--- src/rtl/sd_cmd_responder.sv ---
// sd_cmd_responder: card-side SD CMD line endpoint.
// Receives 48-bit command tokens and checks their CRC7. For good tokens it
// publishes the index and argument, and it can return an R1-format response
// after NCR cycles.
module sd_cmd_responder #(
  parameter int unsigned NCR = 2
) (
  input  logic        clk_SD,
  input  logic        reset_host,
  input  logic        CMD_PIN_IN,
  output logic        CMD_PIN_OUT,
  output logic        io_enable_cmd,
  output logic [5:0]  cmd_index_out,
  output logic [31:0] cmd_argument_out,
  output logic        cmd_received,
  output logic        cmd_crc_error,
  input  logic        respond_en,
  input  logic [31:0] response_status,
  output logic        busy
);

  typedef enum logic [2:0] {
    S_IDLE,
    S_RX,
    S_CHECK,
    S_WAIT,
    S_TX
  } state_t;

  state_t      state_q, state_d;
  logic [5:0]  bit_cnt_q, bit_cnt_d;
  logic [6:0]  ncr_cnt_q, ncr_cnt_d;
  logic [6:0]  crc_q, crc_d;
  logic [47:0] rx_q, rx_d;
  logic [39:0] tx_q, tx_d;
  logic [5:0]  idx_q, idx_d;
  logic [31:0] arg_q, arg_d;
  logic        rcv_q, rcv_d;
  logic        err_q, err_d;
  logic        out_q, out_d;
  logic        oe_q, oe_d;

  // One serial CRC7 step for G(x) = x^7 + x^3 + 1.
  function automatic logic [6:0] crc7_step(input logic [6:0] crc, input logic b);
    logic fb;
    fb = b ^ crc[6];
    return {crc[5:3], crc[2] ^ fb, crc[1:0], fb};
  endfunction

  // Next-state and next-output logic for the receive/respond sequence.
  always_comb begin
    state_d   = state_q;
    bit_cnt_d = bit_cnt_q;
    ncr_cnt_d = ncr_cnt_q;
    crc_d     = crc_q;
    rx_d      = rx_q;
    tx_d      = tx_q;
    idx_d     = idx_q;
    arg_d     = arg_q;
    rcv_d     = 1'b0;
    err_d     = 1'b0;
    out_d     = out_q;
    oe_d      = oe_q;
    case (state_q)
      S_IDLE: begin
        out_d = 1'b1;
        oe_d  = 1'b0;
        if (!CMD_PIN_IN) begin
          // The start bit is 0, so the shift register and the CRC both
          // start out cleared.
          state_d   = S_RX;
          bit_cnt_d = 6'd1;
          crc_d     = '0;
          rx_d      = '0;
        end
      end
      S_RX: begin
        rx_d      = {rx_q[46:0], CMD_PIN_IN};
        bit_cnt_d = bit_cnt_q + 6'd1;
        if (bit_cnt_q < 6'd40) crc_d = crc7_step(crc_q, CMD_PIN_IN);
        if (bit_cnt_q == 6'd1 && !CMD_PIN_IN) state_d = S_IDLE;
        else if (bit_cnt_q == 6'd47)          state_d = S_CHECK;
      end
      S_CHECK: begin
        state_d = S_IDLE;
        if (rx_q[47:46] == 2'b01 && rx_q[0] && rx_q[7:1] == crc_q) begin
          idx_d = rx_q[45:40];
          arg_d = rx_q[39:8];
          rcv_d = 1'b1;
          if (respond_en) begin
            state_d   = S_WAIT;
            ncr_cnt_d = 7'd1;
          end
        end else begin
          err_d = 1'b1;
        end
      end
      S_WAIT: begin
        if (ncr_cnt_q == 7'(NCR - 1)) begin
          // The start bit goes out on this edge. tx_q holds the remaining
          // header/status bits, with a pad bit at the bottom.
          state_d   = S_TX;
          out_d     = 1'b0;
          oe_d      = 1'b1;
          tx_d      = {1'b0, idx_q, response_status, 1'b0};
          crc_d     = '0;
          bit_cnt_d = 6'd1;
        end else begin
          ncr_cnt_d = ncr_cnt_q + 7'd1;
        end
      end
      S_TX: begin
        bit_cnt_d = bit_cnt_q + 6'd1;
        if (bit_cnt_q < 6'd40) begin
          out_d = tx_q[39];
          tx_d  = {tx_q[38:0], 1'b0};
          crc_d = crc7_step(crc_q, tx_q[39]);
        end else if (bit_cnt_q < 6'd47) begin
          out_d = crc_q[6];
          crc_d = {crc_q[5:0], 1'b0};
        end else if (bit_cnt_q == 6'd47) begin
          out_d = 1'b1;
        end else begin
          out_d   = 1'b1;
          oe_d    = 1'b0;
          state_d = S_IDLE;
        end
      end
      default: state_d = S_IDLE;
    endcase
  end

  // State and registered outputs; reset releases the line at once.
  always_ff @(posedge clk_SD) begin
    if (reset_host) begin
      state_q   <= S_IDLE;
      bit_cnt_q <= '0;
      ncr_cnt_q <= '0;
      crc_q     <= '0;
      rx_q      <= '0;
      tx_q      <= '0;
      idx_q     <= '0;
      arg_q     <= '0;
      rcv_q     <= 1'b0;
      err_q     <= 1'b0;
      out_q     <= 1'b1;
      oe_q      <= 1'b0;
    end else begin
      state_q   <= state_d;
      bit_cnt_q <= bit_cnt_d;
      ncr_cnt_q <= ncr_cnt_d;
      crc_q     <= crc_d;
      rx_q      <= rx_d;
      tx_q      <= tx_d;
      idx_q     <= idx_d;
      arg_q     <= arg_d;
      rcv_q     <= rcv_d;
      err_q     <= err_d;
      out_q     <= out_d;
      oe_q      <= oe_d;
    end
  end

  assign CMD_PIN_OUT      = out_q;
  assign io_enable_cmd    = oe_q;
  assign cmd_index_out    = idx_q;
  assign cmd_argument_out = arg_q;
  assign cmd_received     = rcv_q;
  assign cmd_crc_error    = err_q;
  assign busy             = (state_q != S_IDLE);

endmodule

--- config.mk ---
export PLATFORM = sky130hd
export DESIGN_NAME = sd_cmd_responder
export DESIGN_NICKNAME = d
export VERILOG_FILES = /design/src/rtl/sd_cmd_responder.sv
export SDC_FILE = /design/constraint.sdc
export NUM_CORES = 1
export LEC_CHECK = 0
export ABC_CLOCK_PERIOD_IN_PS = 4300
export BUFFER_PORTS_ARGS = -buffer_cell sky130_fd_sc_hd__buf_2
export CORE_UTILIZATION = 60
export DETAILED_ROUTE_END_ITERATION = 10
export PLACE_DENSITY = 0.85
export RECOVER_POWER = 50
export SLEW_MARGIN = 10
export SYNTH_ARGS = -nofsm -noshare
export SYNTH_HDL_FRONTEND = slang
export SYNTH_SLANG_ARGS = --single-unit
--- constraint.sdc ---
create_clock -name clk_SD -period 4.3 [get_ports clk_SD]
set_clock_uncertainty 0.15 [all_clocks]
set_input_delay 0.43 -clock clk_SD [delete_from_list [all_inputs] [get_ports clk_SD]]
set_output_delay 0.43 -clock clk_SD [all_outputs]
set_load 0.01 [all_outputs]
* Yosys cells after proc, flatten, opt, wreduce, memory -nomap -nowiden
Cells that the tools add are included. Widths: inputs -> output; s select.
Storage, ports and cells: logic and storage cells 104, input bits 36, output and inout port bits 43, bits in registers 153
Cells by class: bitwise logic cells 5, reduce and logical (&&, ||, !) cells 23, order comparisons 2, eq/ne operators 21, add/sub/neg operators 2, mux-type cells 39
Operator list (number):
- $pmux 48 s2 | 1
- $mux 40 | 2
- $pmux 40 s2 | 1
- $mux 7 | 8
- $mux 48 | 1
- $pmux 7 s4 | 1
- $mux 3 | 7
- $ne 2x2->1 const B | 10
- $pmux 6 s3 | 1
- $pmux 3 s5 | 1
- $pmux 7 s2 | 1
- $lt 6x6->1 const B | 2
- $mux 6 | 2
- $reduce_and 5->1 | 2
- $mux 1 | 9
- $reduce_bool 3->1 | 3
- $add 7x1->7 const B | 1
- $eq 7x1->1 const B | 1
- $eq 7x7->1 | 1
- $add 6x1->6 const B | 1
- $eq 3x2->1 const B | 2
- $eq 6x1->1 const B | 1
- $eq 6x6->1 const B | 1
- $ne 3x3->1 const B | 2
- other kinds (17) | 30

* Depth between registers and ports, before layout
Gate-level depths: netlist of the first run.
word-level depth 5, depth in mapped cells 9, depth with buffers taken out 7

* Worst setup path before layout of the first run
No wires, ideal clock.
path type register -> register, from reg crc_q[3], to reg arg_q[19], in the netlist cmd_argument_out[19], setup time 132 ps, setup slack 2202 ps, cell stages (with the launch flop) 8, required time 4018 ps, clock period less this slack 2098 ps, buffers on the path 2, arrival time 1816 ps, cells stage by stage dfxtp_1 -> xor2_1 -> or3_1 -> or4_1 -> buf_2 -> buf_2 -> nand2_1 -> a21oi_1
Between the ends: word-level cells in the longest chain between the ends 3
Ends and longest elaborated chain:
- start: declaration | RTL line 33 | logic [6:0] crc_q, crc_d;
- start signal: assignment | RTL line 152 | crc_q <= crc_d;
- $eq 7x7->1 | RTL line 86 | if (rx_q[47:46] == 2'b01 && rx_q[0] && rx_q[7:1] == crc_q) begin
- $logic_and 1x1->1 | RTL line 86
- $reduce_and 2->1 (no source line)
- end signal: assignment | RTL line 156 | arg_q <= arg_d;
- end: declaration | RTL line 37 | logic [31:0] arg_q, arg_d;
No other way between the ends. A chain may end at the register's enable or synchronous reset.

* Final worst setup path of the first run
from reg state_q[2], to reg tx_q[23]
Between the ends: word-level cells in the longest chain between the ends 3, elaborated cells between the ends (all ways) 7, classes of those cells eq/ne (4); mux (1); reduce/logical (2)
Ends and longest elaborated chain:
- start: declaration | RTL line 30 | state_t state_q, state_d;
- start signal: assignment | RTL line 149 | state_q <= state_d;
- $eq 3x3->1 / $eq 3x2->1 (equally long branches) | RTL line 64 | case (state_q)
- $ne 2x2->1 (no source line) / $reduce_bool 2->1 (equally long branches)
- $reduce_and 3->1 (no source line)
- end signal: assignment | RTL line 154 | tx_q <= tx_d;
- end: declaration | RTL line 35 | logic [39:0] tx_q, tx_d;
Parallel ways exist; a longest one is shown, timed or not.

==> results of run 1 <==
-- state kept, by name (all words and copies together), names as in the netlist --
name / flops
state_q: 3
ncr_cnt_q: 7
crc_q: 7
tx_q: 39
io_enable_cmd: 1
rx_q: 48
cmd_argument_out: 32
CMD_PIN_OUT: 1
cmd_received: 1
cmd_crc_error: 1
cmd_index_out: 6
bit_cnt_q: 6
-- cell usage in the layout (no fill, tap or decap), drive strengths merged, types with 3 or more instances in the layout --
| cell | count |
|---|---|
| a21oi | 58 |
| a22o | 5 |
| a22oi | 47 |
| a311oi | 38 |
| and2 | 5 |
| buf | 41 |
| clkbuf | 62 |
| clkinv | 6 |
| clkinvlp | 3 |
| dfxtp | 152 |
| ha | 4 |
| inv | 8 |
| nand2 | 170 |
| nand2b | 4 |
| nand3 | 11 |
| nor2 | 101 |
| nor3 | 6 |
| nor3b | 5 |
| o21ai | 15 |
| o31ai | 3 |
| or3 | 6 |
| or3b | 3 |
| xnor2 | 7 |
| xor2 | 4 |
-- area by class of cell --
cell class              count  area (µm²)  share of cell area, %
clock buffers              19         442                   6.19
clock inverters            13         145                   2.03
inverters                   6        22.5                  0.316
multi-input cells         524        2920                   40.9
flip-flops and latches    152        3040                   42.7
well taps                 133         166                   2.33
repair buffers             85         394                   5.53
-- timing repair --
action | CTS | global route
hold endpoints to repair | 1 | 0
endpoints found under the setup margin | 0 | 0
hold buffers | 1 | 0
gates resized for setup | 0 | 0
-- metrics by stage --
| stage | instance area (µm²) | worst slack [ns] | cells | util, % | total power (µW) |
|---|---|---|---|---|---|
| after floorplan | 6210 | 2.20 | 739 | - | 1580 |
| after global placement | 6600 | 1.65 | 899 | 66.6 | 1620 |
| after detailed placement | 6600 | 1.46 | 899 | 66.6 | 1630 |
| after CTS | 7190 | 1.42 | 932 | 72.6 | 3070 |
| after global routing | 7130 | 1.13 | 932 | 72.0 | 3140 |
| final | 7130 | 1.39 | 932 | 72.0 | 3050 |
-- cell families (layout without fill, tap and decap cells) --
| logic type | after synthesis | count (layout) | synth area share (%) |
|---|---|---|---|
| XOR/XNOR | 11 | 11 | 1.55 |
| adder cells (fa/ha/maj) | 4 | 4 | 0.806 |
| AND/OR/NAND/NOR | 327 | 327 | 22.3 |
| AO/OA/AOI/OAI | 182 | 182 | 21.9 |
| buffers and inverters | 63 | 123 | 4.45 |
| flip-flops | 152 | 152 | 49.0 |
-- power by group through the flow --
| stage | logic, µW | registers [µW] | clock network (µW) |
|---|---|---|---|
| floorplan | 123 | 1450 | 0 |
| global placement | 161 | 1460 | 0 |
| detailed placement | 165 | 1460 | 0 |
| CTS | 167 | 1430 | 1470 |
| global route | 184 | 1430 | 1530 |
| finish | 167 | 1430 | 1450 |
-- metal layers --
metal	part of all wire (%)	global-route usage [%]
met1	43	31.3
met2	49	43.2
met3	5.3	6.48
met4	2.2	11.1
met5	0	0
-- worst paths after layout --
check	slack, ns	cells past startpoint	to
setup / recovery	1.39	6	tx_q[23]
hold / removal	0.02	3	tx_q[8]
setup reg to reg	1.39	6	tx_q[23]
hold reg to reg	0.30	2	cmd_argument_out[30]
-- worst register-to-register path: stages, from the launching register on --
cell	delay, ns
sky130_fd_sc_hd__dfxtp_1	0.59
sky130_fd_sc_hd__nor3b_4	0.67
sky130_fd_sc_hd__nand2_1	0.23
sky130_fd_sc_hd__o21ai_4	0.09
sky130_fd_sc_hd__buf_4	0.62
sky130_fd_sc_hd__nor2_1	0.12
sky130_fd_sc_hd__a311oi_1	0.32
==> results.md, run 1 <==
Clock network:
- TritonCTS built the clock tree.
- The clock network latency to the later pin of the worst-skew pair is 0.53 ns.
- The root buffer cell is sky130_fd_sc_hd__clkbuf_8.
- In this run the post-CTS setup repair buffer count came out at 0.
- The number of clock buffers added by TritonCTS is 17.
- The number of clock sinks is 152.
- The level count of the clock H-tree is 4.
- Clock-pin slew was measured on the worst setup and hold paths at 0.06 ns.
- The longest clock path from root to sink contains 2 buffers.

Synthesis:
- Synthesis produced a netlist with a net count of 779.
- The most used flip-flop cell after synthesis is sky130_fd_sc_hd__dfxtp_1.
- The netlist uses 53 different library cells.
- The most common cell in the synthesized netlist is sky130_fd_sc_hd__nand2_1.
- After synthesis, flip-flops and latches occupy 49.0% of the total area.
- Dividing the synthesized area by the synthesized cell count gives 8.40 µm².
- The top cell type by area accounts for 49.0% of the synthesized area.
- The number of synthesis warnings is 0.
- The number of synthesized flops with an enable pin is 0.
- The post-synth design cell area is 6210 µm².
- The biggest area contributor in the post-synthesis netlist is sky130_fd_sc_hd__dfxtp_1.
- For this run, asynchronously set or reset flops after synthesis account for 0%.
- Synthesis inferred 152 register bits.
- Synthesis produced a netlist whose cell count is 739.
- Ranked by total cell area, the synthesized netlist is headed by sky130_fd_sc_hd__dfxtp_1, sky130_fd_sc_hd__nand2_1, sky130_fd_sc_hd__nor2_1.
- In the synthesized netlist, the cells that appear most often are sky130_fd_sc_hd__nand2_1, sky130_fd_sc_hd__dfxtp_1, sky130_fd_sc_hd__nor2_1.

Place:
- The number of buffers added on ports is 78.
- Detailed placement finished with a half-perimeter wire length of 8370 µm.
- The last weighted congestion value of the routability-driven placer is 0.851.

Timing:
- The slew at the pin closest to its max-slew limit is 1.82 ns.
- The maximum operating frequency is 0.343 GHz.
- Summed over all failing endpoints, the final setup total negative slack is 0 ns.
- The clock period could shrink to 2.91 ns.
- Setup repair after global routing left no endpoint under its margin.
- The final-report max-slew violation count is 49.
- On the final layout, the worst hold slack is 0.0238 ns.
- In this run the tightest slew margin relative to its limit is -21.2%.
- The setup-violating endpoint count in the final report is 0.
- The count of final hold-check violations came to 0.
- The worst path uses 67.7% of the clock period.

Outcome:
- The final reports fail on max-capacitance violations, max-slew violations.
- The flow ran to the end, but the final reports show violations.

Pwr:
- The net switching power is 722 µW.
- In this run the power density over the cells is 427 nW/µm².
- In this run switching power makes up 23.7% of total power.
- The analysis attributes to cell leakage a power of 0.00244 µW.
- Sequential cells account for 46.9% of the total power.
- The combinational power share is 5.5%.
- Across the VDD grid, the largest voltage drop is 338 µV.
- The share of total power dissipated in the clock network is 47.6%.
- The design internal power is 2330 µW.

Hold path:
- The startpoint identified for the worst hold timing path is response_status[7].
- The path category of the worst min-delay check is primary input to flop.

Setup path:
- The worst endpoint required time is 4.56 ns.
- The largest single stage delay on the critical path is 0.67 ns.
- Tracing the worst setup path back leads to its startpoint at state_q[2].
- The critical setup path kind is flop to flop.
- The nature of the critical path startpoint is a flop.
- STA puts the critical path data arrival time at 3.18 ns.
- Walking the worst path, the cells encountered are nor3b_4, nand2_1, o21ai_4, buf_4, nor2_1, a311oi_1.
- Along the worst path, the maximum fanout reaches 75.
- The worst setup path is captured at a flop.
- Broken down by cell family, the worst path's largest delay share belongs to simple AND/OR/NAND/NOR gates.
- The sum of buffers and inverters on the critical path is 1.
- The startpoint identified for the worst register-to-register timing path is state_q[2].
- The slowest stage of the critical path belongs to the cell sky130_fd_sc_hd__nor3b_4.

Drt:
- The DRC violations left is 0.
- The residual antenna-violating net count after detailed routing is 0.
- Across all layers, the routed design uses 5476 vias.
- In the routed layout, each cell is associated on average with a via count of 5.88.
- The first-pass iteration count of the detailed router is 6.
- The routed design has 13800 µm of wire.
- The starting DRC count in detailed routing is 327.
- The average wire length per cell after detail routing is 14.8 µm.

Floorplanning:
- The initial core utilization is 62.7%.
- The floorplan step set the die height to 104 µm.
- Pin placement for this block handled 79 I/O pins.
- In this run the horizontal extent of the chip is 104 µm.
- The count of standard-cell rows is 36.
- The area of the die is 10800 µm².
- The region available for standard cell placement spans 9910 µm².

Cells and area:
- The layout has 779 filler cells.
- The final layout contains 826 nets.
- The antenna cell count is 0.
- The share of cells above drive strength 1 is 12.5%.
- The layout-stage area growth over the synthesis result is 14.9%.

Flow run:
- The tool flagged a number of max-cap violations equal to 1.

GRT:
- The number of global-route vias before repair is 5073.
- The global-route wire length before repair is 22900 µm.
- The largest net degree at the start of global routing is 77.
- The global route total overflow is 0.
- The number of antenna violations at the first check in global routing is 0.
- Across every metal layer, demand over resource in global routing totals 25.7%.
Note: power is estimated with default switching activity, not from simulation.
==> run 2, diff against run 1 <==
--- a/config.mk
+++ b/config.mk
@@ -5,11 +5,12 @@
 export SDC_FILE = /design/constraint.sdc
 export NUM_CORES = 1
 export LEC_CHECK = 0
-export ABC_CLOCK_PERIOD_IN_PS = 4300
+export ABC_AREA = 1
+export ABC_CLOCK_PERIOD_IN_PS = 2700
 export BUFFER_PORTS_ARGS = -buffer_cell sky130_fd_sc_hd__buf_2
-export CORE_UTILIZATION = 60
+export CORE_UTILIZATION = 58
 export DETAILED_ROUTE_END_ITERATION = 10
-export PLACE_DENSITY = 0.85
+export PLACE_DENSITY = 0.82
 export RECOVER_POWER = 50
 export SLEW_MARGIN = 10
 export SYNTH_ARGS = -nofsm -noshare
==> constraint.sdc (replaced) <==
create_clock -name clk_SD -period 2.7 [get_ports clk_SD]
set_clock_uncertainty 0.15 [all_clocks]
set_input_delay 0.27 -clock clk_SD [delete_from_list [all_inputs] [get_ports clk_SD]]
set_output_delay 0.27 -clock clk_SD [all_outputs]
set_load 0.01 [all_outputs]
==> results.md, run 2 <==
Outcome:
- The flow ran to the end, and the final reports show no timing, DRC or antenna violations.

Timing:
- The worst-case setup margin in the final layout is 0.503 ns.
- The worst slew margin relative to its limit is 41.2%.
- Setup repair after global routing left no endpoint under its margin.
- At the pin with the least slew margin, the transition time is 0.882 ns.
- Derived from the worst setup path, the maximum achievable clock frequency is 0.455 GHz.
- The setup-violating endpoint count in the final report is 0.
- Adding up every negative setup slack in the final design gives 0 ns.
- The clock period could shrink to 2.20 ns.
- The count of final hold-check violations is 0.
- In the finished design, the share of the clock period the worst path needs comes to 81.4%.
- The final-report max-slew violation count was 0.

Setup path:
- The startpoint identified for the worst register-to-register timing path is ncr_cnt_q[0].
- The nature of the critical path startpoint is a flop.
- The worst endpoint required time is 2.86 ns.
- The kind of end point of the critical path is a flop.
- The reg2reg setup slack is 0.50 ns.
- The worst register-to-register path ends at crc_q[0].
- The critical path data arrival time is 2.36 ns.
- In this run the worst path has a maximum fanout of 15.
- Measured in cells, the most critical reg-to-reg path has a length of 10.
- The critical setup path kind is flop to flop.

Cells and area:
- The register with the most flip-flops in the layout has 48 of them.
- The filler cell count is 923.
- The layout net count is 1000.
- The share of cells above drive strength 1 is 12.2%.
- The count of placed standard cells in the final layout, fillers left out is 1117.
- The final instance area is 7710 µm².
- In the layout the commonest cells are sky130_fd_sc_hd__inv_1, sky130_fd_sc_hd__dfxtp_1, sky130_fd_sc_hd__nor2_1, sky130_fd_sc_hd__nand2_1, sky130_fd_sc_hd__o21ai_0.
- Compared with the post-synthesis result, the final layout area differs by 13.8%.
- Leaving out fill and tap cells, the most frequent cell in the layout is sky130_fd_sc_hd__inv_1.
- Measured on the finished design, the core utilization comes to 67.6%.
- The register with the most flip-flops in the final layout is rx_q.

GRT:
- The first global-routing pass estimated 22500 µm of wire.
- The number of global-route vias before repair was 5112.
- Entering global routing, the biggest net connects 110 pins.
- For this run the aggregate overflow at the end of global routing stands at 0.
- The total global routing track utilization is 23.7%.
- The number of antenna violations at the first check in global routing is 0.

Floorplanning:
- The count of pins on the block boundary is 79.
- The initial core utilization is 59.4%.
- The area of the die is 12100 µm².
- From left edge to right edge, the die measures 110 µm.
- The die outline height is 110 µm.
- The placeable core region is 11400 µm².
- The count of standard-cell rows is 39.

Pwr:
- The switching part of the total is 29.0%.
- In this run, the combinational gates consume 16.8% of the power.
- The sequential share of power is 40.8%.
- The clock power share is 42.4%.
- The leakage power is 0.00292 µW.
- The maximum vdd drop is 535 µV.
- The internal power of the cells totals 4220 µW.
- The power density of the placed cells is 770 nW/µm².
- The net switching power is 1720 µW.

Synthesis:
- The largest area contributor in the synthesized netlist is sky130_fd_sc_hd__dfxtp_1.
- The synthesized flop and latch total is 152.
- The number of synthesis warnings is 0.
- Sorting the synthesized cells by area gives the leading types as sky130_fd_sc_hd__dfxtp_1, sky130_fd_sc_hd__inv_1, sky130_fd_sc_hd__nor2_1.
- Yosys instantiated no cell more often than sky130_fd_sc_hd__inv_1.
- Of the post-synthesis cell area, the dominant cell type holds 44.9%.
- The synthesized net count is 949.
- In this run, synthesis inferred 0 flip-flops with an integrated enable.
- The count of unique library cells instantiated by Yosys is 36.
- The cell area that synthesis handed to floorplanning was 6780 µm².
- The sequential area share after synthesis is 44.9%.
- The most used flip-flop cell after synthesis is sky130_fd_sc_hd__dfxtp_1.
- The synthesized area divided by synthesized cell count is 7.46 µm².
- In the synthesized netlist the async set-or-reset flop fraction comes to 0%.
- In the synthesized netlist, the number of instances is 909.
- By count the netlist is led by sky130_fd_sc_hd__inv_1, sky130_fd_sc_hd__dfxtp_1, sky130_fd_sc_hd__nor2_1.

Clock network:
- After clock tree synthesis, the clock-pin slew on the worst setup and hold paths is 0.06 ns.
- The TritonCTS clock tree is done.
- Once the clock tree was built, the setup fixing pass inserted 0 buffers.
- The cell sitting at the root of the clock tree is a sky130_fd_sc_hd__clkbuf_16.
- The level count of the clock H-tree is 4.
- No sink is reached through more buffers than the 2 on the longest clock path.
- The number of gates resized after CTS is 0.
- The number of clock sinks is 152.
- After clock tree synthesis, the flow added hold-fix buffers numbering 0.
- The number of clock buffers inserted by TritonCTS is 17.
- At the later pin of the worst-skew pair, clock insertion delay measures 0.42 ns.

Drt:
- In this run the remaining antenna-violating nets after routing total 0.
- The average wire length per cell after detail routing is 12.0 µm.
- The mean number of vias per cell is 5.12.
- The DRC violations left is 0.
- The first-pass iteration count of the detailed router is 5.
- The count of vias placed by the detailed router is 5721.
- The starting DRC count in detailed routing is 426.
- The total routed wirelength is 13500 µm.

Hold path:
- The hold-critical path depth is 3.
- The worst min-delay path endpoint is rx_q[0].
- The source of the worst hold timing path is CMD_PIN_IN.
- The tightest min-delay check is of the primary input to flop type.

Place:
- At the end of routability-driven placement, the weighted congestion stood at 0.832.
- The number of placed instances, taps included, is 1084.
- Input and output buffers added on the ports amount to 78.
- At the placement stage, the worst setup path has a slack of 0.637 ns.
- The final HPWL from detailed placement is 8120 µm.
- Once placement finished, the instance area stood at 7170 µm².

Flow run:
- The max-capacitance violation count is 0.
[run 2: changes by cell type after synthesis, sizes merged, moves of 6 or more]
cell / change
inv: +193
nand2: -71
o21ai: +69
a22oi: -46
o22ai: +46
a211oi: +39
a311oi: -38
nand3: +20
nor2: +14
clkbuf: -11
a21oi: +9
buf: +7
or3: -6
[run 2: how the worst max path moves through the flow]
stage / from / to / slack, ns
floorplan: state_q[0] / rx_q[27] / 1.09
global placement: state_q[0] / crc_q[0] / 0.74
detailed placement: crc_q[6] / cmd_argument_out[7] / 0.64
CTS: crc_q[6] / cmd_argument_out[7] / 0.61
global route: ncr_cnt_q[0] / crc_q[3] / 0.21
finish: ncr_cnt_q[0] / crc_q[0] / 0.50
[run 2: kinds of logic (layout without fill, tap and decap cells)]
group	after synthesis	after routing	share of synthesized area (%)
compound gates	241	241	22.4
other cells	0	1	0
simple gates	255	255	16.1
fa+ha+maj	4	4	0.738
xor+xnor	6	6	0.775
flops	152	152	44.9
buf+inv	251	315	15.1
[run 2: layout make-up]
type                            instances  area [µm²]  share of cell area (%)
Timing Repair Buffer                   85         418                    5.42
Multi-Input combinational cell        506        2690                    34.9
Clock inverter                         14         196                    2.55
Inverter                              198         743                    9.63
Clock buffer                           18         439                    5.69
Sequential cell                       152        3040                    39.4
Tap cell                              143         179                    2.32
Antenna cell                            1        2.50                  0.0324
[run 2: worst max-delay path, stage by stage (launching register included)]
cell,delay [ns]
sky130_fd_sc_hd__dfxtp_1,0.40
sky130_fd_sc_hd__ha_1,0.17
sky130_fd_sc_hd__inv_1,0.03
sky130_fd_sc_hd__nor2_1,0.07
sky130_fd_sc_hd__nand3_1,0.06
sky130_fd_sc_hd__nand2_1,0.36
sky130_fd_sc_hd__nand3_1,0.33
sky130_fd_sc_hd__inv_2,0.15
sky130_fd_sc_hd__nand2_2,0.13
sky130_fd_sc_hd__o21ai_1,0.17
sky130_fd_sc_hd__a21oi_1,0.05
[run 2: routing by layer]
layer	vias up	global-route usage (%)	part of all wire, %
met4	0	7.52	0.80
met3	12	6.94	5.0
met5	-	0	0
met2	122	39.2	47
li1	3002	-	-
met1	2585	29.9	47
[run 2: per-stage QoR]
stage,hold WS [ns],total power (µW)
final,0.0277,5940
after global routing,0.0617,6230
after CTS,0.0272,6010
after detailed placement,0.291,3490
after global placement,0.285,3480
after floorplan,0.267,3310
[run 2: power groups by stage]
stage          sequential, µW  combinational, µW  clock, µW
2_1_floorplan            2460                850          0
3_3_place_gp             2470               1010          0
3_5_place_dp             2470               1020          0
4_1_cts                  2420               1030       2550
5_1_grt                  2430               1140       2660
6_report                 2420               1000       2520
==> run 3, diff against run 2 <==
--- a/config.mk
+++ b/config.mk
@@ -6,7 +6,7 @@
 export NUM_CORES = 1
 export LEC_CHECK = 0
 export ABC_AREA = 1
-export ABC_CLOCK_PERIOD_IN_PS = 2700
+export ABC_CLOCK_PERIOD_IN_PS = 2200
 export BUFFER_PORTS_ARGS = -buffer_cell sky130_fd_sc_hd__buf_2
 export CORE_UTILIZATION = 58
 export DETAILED_ROUTE_END_ITERATION = 10
==> constraint.sdc (replaced) <==
create_clock -name clk_SD -period 2.2 [get_ports clk_SD]
set_clock_uncertainty 0.15 [all_clocks]
set_input_delay 0.22 -clock clk_SD [delete_from_list [all_inputs] [get_ports clk_SD]]
set_output_delay 0.22 -clock clk_SD [all_outputs]
set_load 0.01 [all_outputs]
==> results.md, run 3 (synthesis results as in run 2) <==
GRT:
- The global route total overflow is 0.
- The first global-routing pass estimated 22200 µm of wire.
- The number of global-route vias before repair is 4988.
- The number of antenna violations at the first check in global routing is 0.
- The total global routing track utilization is 23.5%.
- Entering global routing, the biggest net connects 110 pins.

Floorplanning:
- In this run the core area contains 39 standard-cell rows.
- The width of the die is 110 µm.
- The initial utilization of the core area, before any placement, comes to 59.4%.
- The area of the die is 12100 µm².
- The die is 110 µm tall.
- In this run the count of I/O pins placed on the die edge is 79.
- The placeable core region is 11400 µm².

Clock network:
- TritonCTS built the clock tree.
- Gates resized during post-CTS repair numbered 0.
- The number of clock sinks is 152.
- The buffer levels on the longest clock path is 2.
- The number of clock buffers inserted by TritonCTS is 17.
- The level count of the clock H-tree is 4.
- The clock network latency to the later pin of the worst-skew pair is 0.42 ns.
- The root buffer cell is sky130_fd_sc_hd__clkbuf_16.
- The clock-pin slew reported for the worst setup and hold paths after clock tree synthesis is 0.06 ns.

Pwr:
- The power density of the placed cells is 954 nW/µm².
- The maximum vdd drop is 885 µV.
- For this design the static power due to leakage is 0.00300 µW.

Cells and area:
- The most common cell after layout, fill and taps aside is sky130_fd_sc_hd__inv_1.
- The share of cells above drive strength 1 is 12.9%.
- Leaving out fill and tap cells, the most frequent cells in the layout are sky130_fd_sc_hd__inv_1, sky130_fd_sc_hd__dfxtp_1, sky130_fd_sc_hd__nor2_1, sky130_fd_sc_hd__nand2_1, sky130_fd_sc_hd__o21ai_0.
- Leaving out filler cells and counting taps, the final layout contains 1121.
- The number of flip-flops under the largest register name is 48.
- The layout-stage area growth over the synthesis result is 15.8%.
- The register with the most flip-flops is rx_q.
- The number of antenna diodes in the final layout is 0.
- After the last flow step, the layout net total stands at 1006.
- The filler cell count is 941.

Drt:
- After detailed routing, the number of remaining DRC violations is 0.
- The residual antenna-violating net count after detailed routing is 0.
- For this block, the initial DRC count from the detailed router was 434.
- The routed layout has 5734 vias.
- The total routed wirelength is 13500 µm.
- The first-pass iteration count of the detailed router is 6.
- The mean number of vias per cell is 5.12.
- After detailed routing, the average wire length per cell comes to 12.0 µm.

Flow run:
- The max-capacitance violation count is 0.

Timing:
- The share of the clock period used by the worst path after layout is 87.0%.
- The count of final hold-check violations is 0.
- Setup repair after global routing left no endpoint under its margin.
- For the final routed database, the setup TNS stands at 0 ns.
- The final critical delay including setup and external delays is 1.91 ns.
- The worst slew margin relative to its limit is 64.0%.
- The final-report max-slew violation count is 0.
- The setup-violating endpoint count in the final report is 0.
- Timing would allow up to 0.523 GHz.
- For the pin with the worst max-slew slack, the measured transition is 0.540 ns.
- The worst hold slack is 0.0301 ns.

Setup path:
- STA classifies the critical path endpoint as a flop.
- By startpoint and endpoint, the worst setup path is classified as flop to flop.
- For the worst setup path, the data arrival time is 2.10 ns.
- At the worst endpoint, the required time is 2.39 ns.
- STA classifies the critical path startpoint as a flop.
- The maximum fanout encountered on the critical timing path is 78.

Outcome:
- The flow ran to the end, and the final reports show no timing, DRC or antenna violations.

Place:
- Counting tap cells, the placed design contains a total of 1089 instances.
- Detailed placement finished with a half-perimeter wire length of 8410 µm.
- The count of buffers added on input and output ports is 78.
- The congestion estimate from routability-driven global placement came to 0.832.

Hold path:
- The min-delay analysis places its worst path in the category primary input to flop.
## run 3: repair_timing
item	CTS	global route
setup buffers	0	0
hold endpoints to repair	1	0
endpoints found under the setup margin	0	0
hold buffers	1	0
## run 3: area by class of cell
type                            instances  area (µm²)  share of cell area (%)
Clock buffer                           19         453                    5.77
Clock inverter                         12         199                    2.53
Inverter                              198         743                    9.47
Multi-Input combinational cell        506        2720                    34.7
Sequential cell                       152        3040                    38.8
Tap cell                              143         179                    2.28
Timing Repair Buffer                   91         510                    6.50
## run 3: layer usage
layer | up-vias | routed length (µm) | global-route usage, %
met3 | 24 | 743 | 7.64
met2 | 133 | 6190 | 37.5
li1 | 3003 | - | -
met1 | 2574 | 6360 | 29.8
met4 | 0 | 193 | 8.55
met5 | - | 0 | 0
## run 3: path summary, 6_finish.rpt
path                       start        to  slack [ns]  depth (start not counted)
min reg2reg             tx_q[10]  tx_q[10]        0.29                          2
max reg2reg           state_q[0]  tx_q[27]        0.29                          8
max                   state_q[0]  tx_q[27]        0.29                          8
min          response_status[12]  tx_q[13]        0.03                          5
## run 3: worst max-delay path: stages (launching register included)
cell and delay, ns:
sky130_fd_sc_hd__dfxtp_1 0.36, sky130_fd_sc_hd__nor2_1 0.16, sky130_fd_sc_hd__nand2_1 0.22, sky130_fd_sc_hd__inv_2 0.14, sky130_fd_sc_hd__nand2_1 0.09, sky130_fd_sc_hd__nand3_2 0.10
sky130_fd_sc_hd__buf_12 0.26, sky130_fd_sc_hd__o21ai_0 0.15, sky130_fd_sc_hd__a21oi_1 0.19
## run 3: stage by stage
stage	setup slack, ns	utilization (%)	area [µm²]	total power [µW]
5_1_grt	0.130	68.7	7850	7830
6_report	0.286	68.7	7850	7490
3_5_place_dp	0.343	63.5	7250	4380
2_1_floorplan	0.594	-	6780	4060
4_1_cts	0.295	69.3	7920	7560
3_3_place_gp	0.384	63.5	7250	4360
## run 3: power breakdown
group	switching [µW]	internal, µW	total, µW
clock network	1100	2060	3160
registers	90.9	2890	2980
logic	921	424	1340
total	2110	5380	7490
